**src/rtl/load_unit.sv**
```systemverilog
// Load path between the memory stage and a word-wide data-memory port: issues one or
// two aligned reads per request, then extracts and sign/zero-extends the addressed bytes.
module load_unit #(
    parameter int unsigned XLEN           = 32,
    parameter bit          MISALIGN_SPLIT = 1'b1
) (
    input  logic            I_clk,
    input  logic            I_rst,
    input  logic            I_valid,
    output logic            O_ready,
    input  logic [2:0]      I_loadsel,
    input  logic [XLEN-1:0] I_addr,
    output logic            O_mem_req,
    output logic [XLEN-1:0] O_mem_addr,
    input  logic            I_mem_ack,
    input  logic [XLEN-1:0] I_mem_data,
    output logic            O_valid,
    output logic [XLEN-1:0] O_data,
    output logic            O_misaligned
);

    localparam int unsigned BYTES = XLEN / 8;
    localparam int unsigned OFFW  = $clog2(BYTES);
    localparam logic [XLEN-1:0] ALIGN_MASK = ~(XLEN'(BYTES - 1));

    typedef enum logic [2:0] {
        S_IDLE,
        S_REQ0,
        S_REQ1,
        S_RESP,
        S_ERR
    } state_e;

    state_e          state_q, state_d;
    logic [2:0]      sel_q, sel_d;
    logic [XLEN-1:0] addr_q, addr_d;
    logic [XLEN-1:0] lo_q, lo_d;
    logic [XLEN-1:0] data_q, data_d;

    logic [XLEN-1:0] base;
    logic [OFFW-1:0] off;
    logic            crossing;
    logic            misaligned_in;

    // Access size in bytes; a doubleword collapses to a word when XLEN is 32.
    function automatic logic [3:0] size_of(input logic [2:0] sel);
        case (sel[1:0])
            2'b00:   return 4'd1;
            2'b01:   return 4'd2;
            2'b10:   return 4'd4;
            default: return (XLEN == 64) ? 4'd8 : 4'd4;
        endcase
    endfunction

    function automatic logic [OFFW-1:0] align_bits(input logic [2:0] sel);
        case (sel[1:0])
            2'b00:   return '0;
            2'b01:   return OFFW'(1);
            2'b10:   return OFFW'(3);
            default: return '1;
        endcase
    endfunction

    function automatic logic [XLEN-1:0] extract(input logic [XLEN-1:0] hi,
                                                input logic [XLEN-1:0] lo,
                                                input logic [2:0]      sel,
                                                input logic [OFFW-1:0] sh);
        logic [XLEN-1:0] win;
        logic [XLEN-1:0] keep;
        logic            sbit;
        win = XLEN'({hi, lo} >> {sh, 3'b000});
        case (sel[1:0])
            2'b00:   begin keep = XLEN'(8'hFF);         sbit = win[7];      end
            2'b01:   begin keep = XLEN'(16'hFFFF);      sbit = win[15];     end
            2'b10:   begin keep = XLEN'(32'hFFFF_FFFF); sbit = win[31];     end
            default: begin keep = '1;                   sbit = win[XLEN-1]; end
        endcase
        sbit = sbit & ~sel[2];
        return (win & keep) | ({XLEN{sbit}} & ~keep);
    endfunction

    assign base          = addr_q & ALIGN_MASK;
    assign off           = addr_q[OFFW-1:0];
    assign crossing      = (32'(off) + 32'(size_of(sel_q))) > BYTES;
    assign misaligned_in = (I_addr[OFFW-1:0] & align_bits(I_loadsel)) != '0;
    assign O_data        = data_q;

    always_ff @(posedge I_clk or posedge I_rst) begin
        if (I_rst) begin
            state_q <= S_IDLE;
            sel_q   <= '0;
            addr_q  <= '0;
            lo_q    <= '0;
            data_q  <= '0;
        end else begin
            state_q <= state_d;
            sel_q   <= sel_d;
            addr_q  <= addr_d;
            lo_q    <= lo_d;
            data_q  <= data_d;
        end
    end

    always_comb begin
        state_d      = state_q;
        sel_d        = sel_q;
        addr_d       = addr_q;
        lo_d         = lo_q;
        data_d       = data_q;
        O_ready      = 1'b0;
        O_mem_req    = 1'b0;
        O_mem_addr   = '0;
        O_valid      = 1'b0;
        O_misaligned = 1'b0;

        case (state_q)
            S_IDLE: begin
                O_ready = 1'b1;
                if (I_valid) begin
                    sel_d  = I_loadsel;
                    addr_d = I_addr;
                    if (misaligned_in && !MISALIGN_SPLIT) begin
                        state_d = S_ERR;
                        data_d  = '0;
                    end else begin
                        state_d = S_REQ0;
                    end
                end
            end
            S_REQ0: begin
                O_mem_req  = 1'b1;
                O_mem_addr = base;
                if (I_mem_ack) begin
                    lo_d = I_mem_data;
                    if (crossing) begin
                        state_d = S_REQ1;
                    end else begin
                        // Non-crossing bytes all sit in this word, so the upper half is a don't-care.
                        data_d  = extract(I_mem_data, I_mem_data, sel_q, off);
                        state_d = S_RESP;
                    end
                end
            end
            S_REQ1: begin
                O_mem_req  = 1'b1;
                O_mem_addr = base + XLEN'(BYTES);
                if (I_mem_ack) begin
                    data_d  = extract(I_mem_data, lo_q, sel_q, off);
                    state_d = S_RESP;
                end
            end
            S_RESP: begin
                O_valid = 1'b1;
                state_d = S_IDLE;
            end
            S_ERR: begin
                O_valid      = 1'b1;
                O_misaligned = 1'b1;
                state_d      = S_IDLE;
            end
            default: state_d = S_IDLE;
        endcase
    end

endmodule

```
**config.mk**
```make
export PLATFORM = sky130hd
export DESIGN_NAME = load_unit
export DESIGN_NICKNAME = d
export VERILOG_FILES = /design/src/rtl/load_unit.sv
export SDC_FILE = /design/constraint.sdc
export NUM_CORES = 1
export LEC_CHECK = 0
export ABC_AREA = 1
export BUFFER_PORTS_ARGS = -buffer_cell sky130_fd_sc_hd__buf_4
export CORE_MARGIN = 2
export CORE_UTILIZATION = 45
export DETAILED_ROUTE_END_ITERATION = 10
export GPL_TIMING_DRIVEN = 0
export PLACE_DENSITY = 0.75
export SYNTH_ARGS = -nofsm -noshare
export SYNTH_HDL_FRONTEND = slang
export SYNTH_SLANG_ARGS = --single-unit
```
**constraint.sdc**
```tcl
create_clock -name I_clk -period 4.8 [get_ports I_clk]
set_input_delay 0.96 -clock I_clk [delete_from_list [all_inputs] [get_ports I_clk]]
set_output_delay 0.96 -clock I_clk [all_outputs]
set_load 0.02 [all_outputs]
```
==> metrics.md, run 1 <==
| Metric | Value |
|---|---|
| DRC violations left | `0` |
| Core Area | `around 0.016 mm^2` |
| Via/cell ratio | `5.61` |
| Die X-Extent | `130 um` |
| Root buffer cell | `clkbuf_16` |
| Std cell rows | `46` |
| Critical Setup Path Class | `reg -> out` |
| Distinct cells, synth | `44` |
| Worst slew pin tran | `slightly below 0.8 ns` |
| Hold Buf Count CTS | `0` |
| Initial Utilization | `45.5%` |
| Register area share after synthesis | `between 30% and 40%` |
| TNS Setup | `0 ns` |
| Hold crit path type | `reg -> reg` |
| PD cells | `776 mW/mm^2` |
| Clock Sinks | `101` |
| Cell Area, Synth | `between 0.007 and 0.008 mm^2` |
| Initial antenna violation count | `0` |
| Post-DRT Antenna Nets | `0` |
| CTS tree | `done` |
| Skew-Pair Late Insertion Delay | `0.37 ns` |
| Yosys top cell by area | `dfrtp_1` |
| Top-area cell type share of the netlist area | `35.3%` |
| Worst Slack Setup Final | `between 1 and 1.5 ns` |
| Post-CTS sizing | `0` |
| Area delta synth->final | `22.6%` |
| Ant diodes | `0` |
| Final Hold Fails | `0` |
| Global-route usage over all layers | `a little under a third` |
| Critical Path Source Type | `flip-flop` |
| Post-DP HPWL | `about 20000 um` |
| CTS buffer count | `9` |
| CP max FO | `10` |
| Slew Viols, Final | `0` |
| DR pass1 iterations | `8` |
| Largest cells by area after synthesis | `dfrtp_1, nand2_1, nand3_1, o21ai_0, a21oi_1` |
| Grt ovf | `0` |
| Setup Viol. Count Final | `0` |
| Crit share post-route | `73.7%` |
| DRT iter0 DRCs | `947` |
| Largest net degree at the start of global routing | `60` |
| Routed WL | `~26000 um` |
| Worst EP arrival | `2.58 ns` |
| Via count | `7975` |
| RSZ-0062 raised after global routing | `no` |
| Fin crit period | `3.54 ns` |
| Layout cells sized above 1 | `20.1%` |
| Total power | `just under 7 mW` |
| Worst EP required | `3.84 ns` |
| Synth Register Bits | `101` |
| Vias in the first global route | `7541` |
| Post-synth EDFFs | `0` |
| Ys async rst share | `100%` |
| Drt wl/cell | `18.1 um` |
| Yosys warning total | `0` |
| Global-route wire length before repair | `40400 um` |
| Syn_area_per_cell | `6.81 um^2` |
| Cells after synthesis | `1051` |
| Max_cap viols | `0` |
| Clk buf depth | `2` |
| Peak supply drop | `442 uV` |
| Die Y | `130 um` |
| Fmax | `around 280 MHz` |
| Synth Flop Type | `dfrtp_1` |
| Static leakage | `about 4.4 nW` |
| Post-CTS Repair Setup Buffers | `0` |
| Rel. slew slack | `47.0%` |
| Buffers on Ports | `roughly 140` |
| Pre-CTS worst setup slack | `between 1.5 and 2 ns` |
| GP Congestion | `0.972` |
| Die area | `between 0.015 and 0.02 mm^2` |
| Crit path capture type | `output port` |
| NumNets Final | `1279` |
| Layout Skew | `0.0101 ns` |
| H-Tree Level Count | `3` |
| Ports | `139` |
| Clock-pin slew on the worst setup and hold paths | `0.07 ns` |
| Status | `completed` |
-- sequential cells by signal, indices dropped and copies added (netlist names) --
| signal | count |
|---|---|
| state_q | 2 |
| O_data | 32 |
| sel_q | 3 |
| addr_q | 32 |
| lo_q | 32 |
-- report_power, final --
| group | total, mW | internal, mW | leakage [nW] | switching (mW) |
|---|---|---|---|---|
| clock | 0.759 | 0.418 | 0.143 | 0.341 |
| sequential | 1.63 | 1.26 | 1.18 | 0.369 |
| combinational | 4.41 | 1.53 | 3.07 | 2.88 |
-- cells by family after synthesis --
| group | after synthesis | synth area share, % |
|---|---|---|
| other | 1 | 0.0524 |
| buffers and inverters | 149 | 9.39 |
| DFF | 101 | 35.3 |
| muxes | 24 | 3.71 |
| adders and majority gates | 8 | 1.50 |
| AOI/OAI and AO/OA | 203 | 15.8 |
| and+or+nand+nor | 563 | 33.9 |
| xor gates and xnor gates | 2 | 0.245 |
-- cells in the mapped netlist (5+ instances only) --
| cell | instances |
|---|---|
| ha_1 | 7 |
| buf_6 | 8 |
| buf_2 | 21 |
| o21ai_0 | 75 |
| nand2_1 | 326 |
| nand3_1 | 126 |
| dfrtp_1 | 101 |
| nand2_2 | 7 |
| nor2_1 | 73 |
| inv_1 | 79 |
| clkbuf_1 | 23 |
| nor3_1 | 5 |
| nor2_2 | 6 |
| mux2_2 | 20 |
| nand3_2 | 5 |
| a31oi_1 | 10 |
| o211ai_1 | 19 |
| a21oi_1 | 64 |
| buf_4 | 7 |
| inv_2 | 5 |
| o21ai_1 | 15 |
-- layout make-up --
cell class / count / area (um^2)
flip-flops and latches: 101 / 2530
repair buffers: 136 / 1040
clock inverters: 4 / 47.5
fillers: 1566 / 6940
plain buffers: 63 / 349
well taps: 216 / 270
clock buffers: 12 / 246
multi-input cells: 803 / 3960
inverters: 86 / 325
-- final timing paths --
kind,start,to,slack [ns],depth (start not counted)
min in group asynchronous,I_rst,lo_q[7],0.67,2
setup / recovery,state_q[0],O_mem_addr[16],1.26,6
setup reg to reg,sel_q[1],O_data[15],1.91,13
hold reg to reg,O_data[26],O_data[26],0.49,2
max in group asynchronous,I_rst,O_data[18],3.42,3
hold / removal,O_data[26],O_data[26],0.49,2
-- per-stage QoR --
stage,area [um^2],hold slack (ns),std cells,utilization [%]
2_1_floorplan,7160,0.453,1053,-
3_3_place_gp,8450,0.469,1404,53.8
3_5_place_dp,8480,0.473,1405,53.9
4_1_cts,8770,0.491,1421,55.8
5_1_grt,8770,0.517,1421,55.8
6_report,8770,0.490,1421,55.8
-- cell usage in the layout, fill, tap and decap left out, types with 5 or more instances in the layout --
| master | Yosys | final |
|---|---|---|
| nand2_1 | 326 | 326 |
| buf_4 | 7 | 142 |
| nand3_1 | 126 | 126 |
| dfrtp_1 | 101 | 101 |
| inv_1 | 79 | 78 |
| o21ai_0 | 75 | 75 |
| nor2_1 | 73 | 73 |
| a21oi_1 | 64 | 64 |
| clkbuf_1 | 23 | 25 |
| buf_2 | 21 | 21 |
| mux2_2 | 20 | 20 |
| o211ai_1 | 19 | 19 |
| o21ai_1 | 15 | 15 |
| a31oi_1 | 10 | 10 |
| clkbuf_16 | 0 | 9 |
| buf_6 | 8 | 8 |
| nand2_2 | 7 | 7 |
| ha_1 | 7 | 7 |
| nor2_2 | 6 | 6 |
| inv_2 | 5 | 5 |
| nand3_2 | 5 | 5 |
| nor3_1 | 5 | 5 |
-- per-layer routing --
metal / part of all wire (%) / track usage, % / vias up
met2: 45 / 48.7 / 361
met4: 3.5 / 12.7 / 0
met3: 7.1 / 5.29 / 64
met5: 0 / 0 / -
met1: 44 / 43.6 / 3775
li1: - / - / 3775
-- critical path, cell delays in order (launching register included) --
cell      delay [ns]
dfrtp_1         0.39
inv_1           0.10
ha_1            0.47
inv_1           0.32
clkbuf_1        0.54
a21oi_1         0.19
buf_4           0.21
No activity file was read; power rests on OpenSTA's default activity.
==> run 2, diff against run 1 <==
--- a/config.mk
+++ b/config.mk
@@ -11,7 +11,7 @@
 export CORE_UTILIZATION = 45
 export DETAILED_ROUTE_END_ITERATION = 10
 export GPL_TIMING_DRIVEN = 0
-export PLACE_DENSITY = 0.75
+export PLACE_DENSITY = 0.78
 export SYNTH_ARGS = -nofsm -noshare
 export SYNTH_HDL_FRONTEND = slang
 export SYNTH_SLANG_ARGS = --single-unit
==> constraint.sdc (replaced) <==
create_clock -name I_clk -period 2.91 [get_ports I_clk]
set_input_delay 0.582 -clock I_clk [delete_from_list [all_inputs] [get_ports I_clk]]
set_output_delay 0.582 -clock I_clk [all_outputs]
set_load 0.02 [all_outputs]
==> metrics.md, run 2 (synthesis results as in run 1) <==
| Metric | Value |
|---|---|
| Fillcell total | `1576` |
| Global-route wire length before repair | `39900 um` |
| Die area | `0.0169 mm^2` |
| Initial antenna violation count | `0` |
| Total power | `11.4 mW` |
| Final Hold Fails | `0` |
| DR pass1 iterations | `7` |
| Clock Sinks | `101` |
| Drt wl/cell | `17.9 um` |
| Initial Utilization | `45.5%` |
| Worst slew pin tran | `0.828 ns` |
| Rel. slew slack | `between 40% and 50%` |
| Global-route usage over all layers | `between 30% and 40%` |
| Buffers on Ports | `about 140` |
| Worst EP arrival | `around 2.2 ns` |
| Peak supply drop | `683 uV` |
| Skew-Pair Late Insertion Delay | `0.36 ns` |
| Post-DP HPWL | `19900 um` |
| Area delta synth->final | `24.0%` |
| H-Tree Level Count | `3` |
| Critical Setup Path Class | `reg -> out` |
| Worst EP required | `2.33 ns` |
| GP Congestion | `0.957` |
| Critical Path Source Type | `flip-flop` |
| Crit. Startpoint | `state_q[1]` |
| PD cells | `1280 mW/mm^2` |
| Max_cap viols | `0` |
| Std cell rows | `46` |
| Final Util | `56.4%` |
| Slew Viols, Final | `0` |
| Static leakage | `roughly 4.4 nW` |
| Via count | `about 8100` |
| Root buffer cell | `clkbuf_16` |
| Ports | `139` |
| Routed WL | `25500 um` |
| Fin crit period | `2.81 ns` |
| Grt ovf | `0` |
| Clock-pin slew on the worst setup and hold paths | `around 0.070 ns` |
| Ant diodes | `0` |
| Die Y | `130 um` |
| Layout Skew | `0.00695 ns` |
| Status | `completed` |
| Fmax | `356 MHz` |
| CTS tree | `done` |
| CTS buffer count | `9` |
| Crit share post-route | `96.6%` |
| Vias in the first global route | `7583` |
| Hold crit path type | `in -> async` |
| Die X-Extent | `130 um` |
| Setup Viol. Count Final | `0` |
| Worst Slack Setup Final | `0.100 ns` |
| TNS Setup | `0 ns` |
| Hold Buf Count CTS | `0` |
| Crit path capture type | `output port` |
| CP max FO | `10` |
| Largest net degree at the start of global routing | `38` |
| Via/cell ratio | `5.66` |
| Layout cells sized above 1 | `a little over a fifth` |
| Commonest non-fill, non-tap cell in the layout | `nand2_1` |
| Clk buf depth | `2` |
| DRC violations left | `0` |
| FF-to-FF Start | `sel_q[1]` |
| Commonest non-fill, non-tap cells in the layout | `nand2_1, buf_4, nand3_1` |
| DRT iter0 DRCs | `800` |
| Pre-CTS worst setup slack | `0.215 ns` |
| NumNets Final | `1280` |
| Post-DRT Antenna Nets | `0` |
| Core Area | `0.0157 mm^2` |
-- run 2: cell types whose count changed in the layout (fill, tap and decap cells not counted), sizes merged --
cell	before	now
clkbuf	35	40
buf	176	173
clkinv	4	2
clkinvlp	1	3
inv	84	83
-- run 2: routing by layer --
layer | wire (um) | up-vias | part of all wire (%) | track usage (%)
met1 | 11400 | 3814 | 45 | 43.3
met4 | 643 | 0 | 2.5 | 9.74
li1 | - | 3770 | - | -
met5 | 0 | - | 0 | 0
met2 | 11600 | 412 | 45 | 48.6
met3 | 1880 | 57 | 7.4 | 4.80
-- run 2: where the power goes --
part	leakage, nW	switching (mW)	internal (mW)	total (mW)
logic	3.09	4.76	2.62	7.38
registers	1.18	0.623	2.08	2.71
clock network	0.152	0.562	0.738	1.30
-- run 2: metrics by stage --
| stage | hold WS (ns) | std cells | instance area (um^2) |
|---|---|---|---|
| after floorplan | 0.453 | 1053 | 7170 |
| after global placement | 0.467 | 1404 | 8450 |
| after detailed placement | 0.470 | 1406 | 8490 |
| after CTS | 0.372 | 1422 | 8810 |
| after global routing | 0.402 | 1422 | 8870 |
| final | 0.358 | 1422 | 8870 |
-- run 2: worst max-delay path, stage by stage, from the launching register on --
cell and delay [ns]:
dfrtp_1 0.41, inv_1 0.11, ha_4 0.36, inv_1 0.18, clkbuf_2 0.27, a221oi_1 0.33
buf_4 0.21
-- run 2: final timing paths --
kind                       cells past startpoint  slack, ns       endpoint
min                                            2       0.36       lo_q[31]
min reg2reg                                    2       0.48     O_data[17]
max reg2reg                                   13       0.18      O_data[4]
max in group asynchronous                      4       1.64     addr_q[25]
min in group I_clk                             2       0.45     addr_q[31]
max                                            6       0.10  O_mem_addr[7]
-- run 2: cell type report --
type                            instances  area (um^2)  share of cell area (%)
Multi-Input combinational cell        803         3990                    45.0
Sequential cell                       101         2530                    28.5
Timing Repair Buffer                  137         1050                    11.9
Buffer                                 63          380                    4.29
Inverter                               86          330                    3.72
Clock buffer                           13          270                    3.05
Tap cell                              216          270                    3.05
Clock inverter                          3         42.5                   0.480
-- run 2: timing repair --
item	in CTS	in global routing
buffers inserted	0	0
pin swaps	0	0
endpoints found under the setup margin	22	26
gates resized for setup	5	27
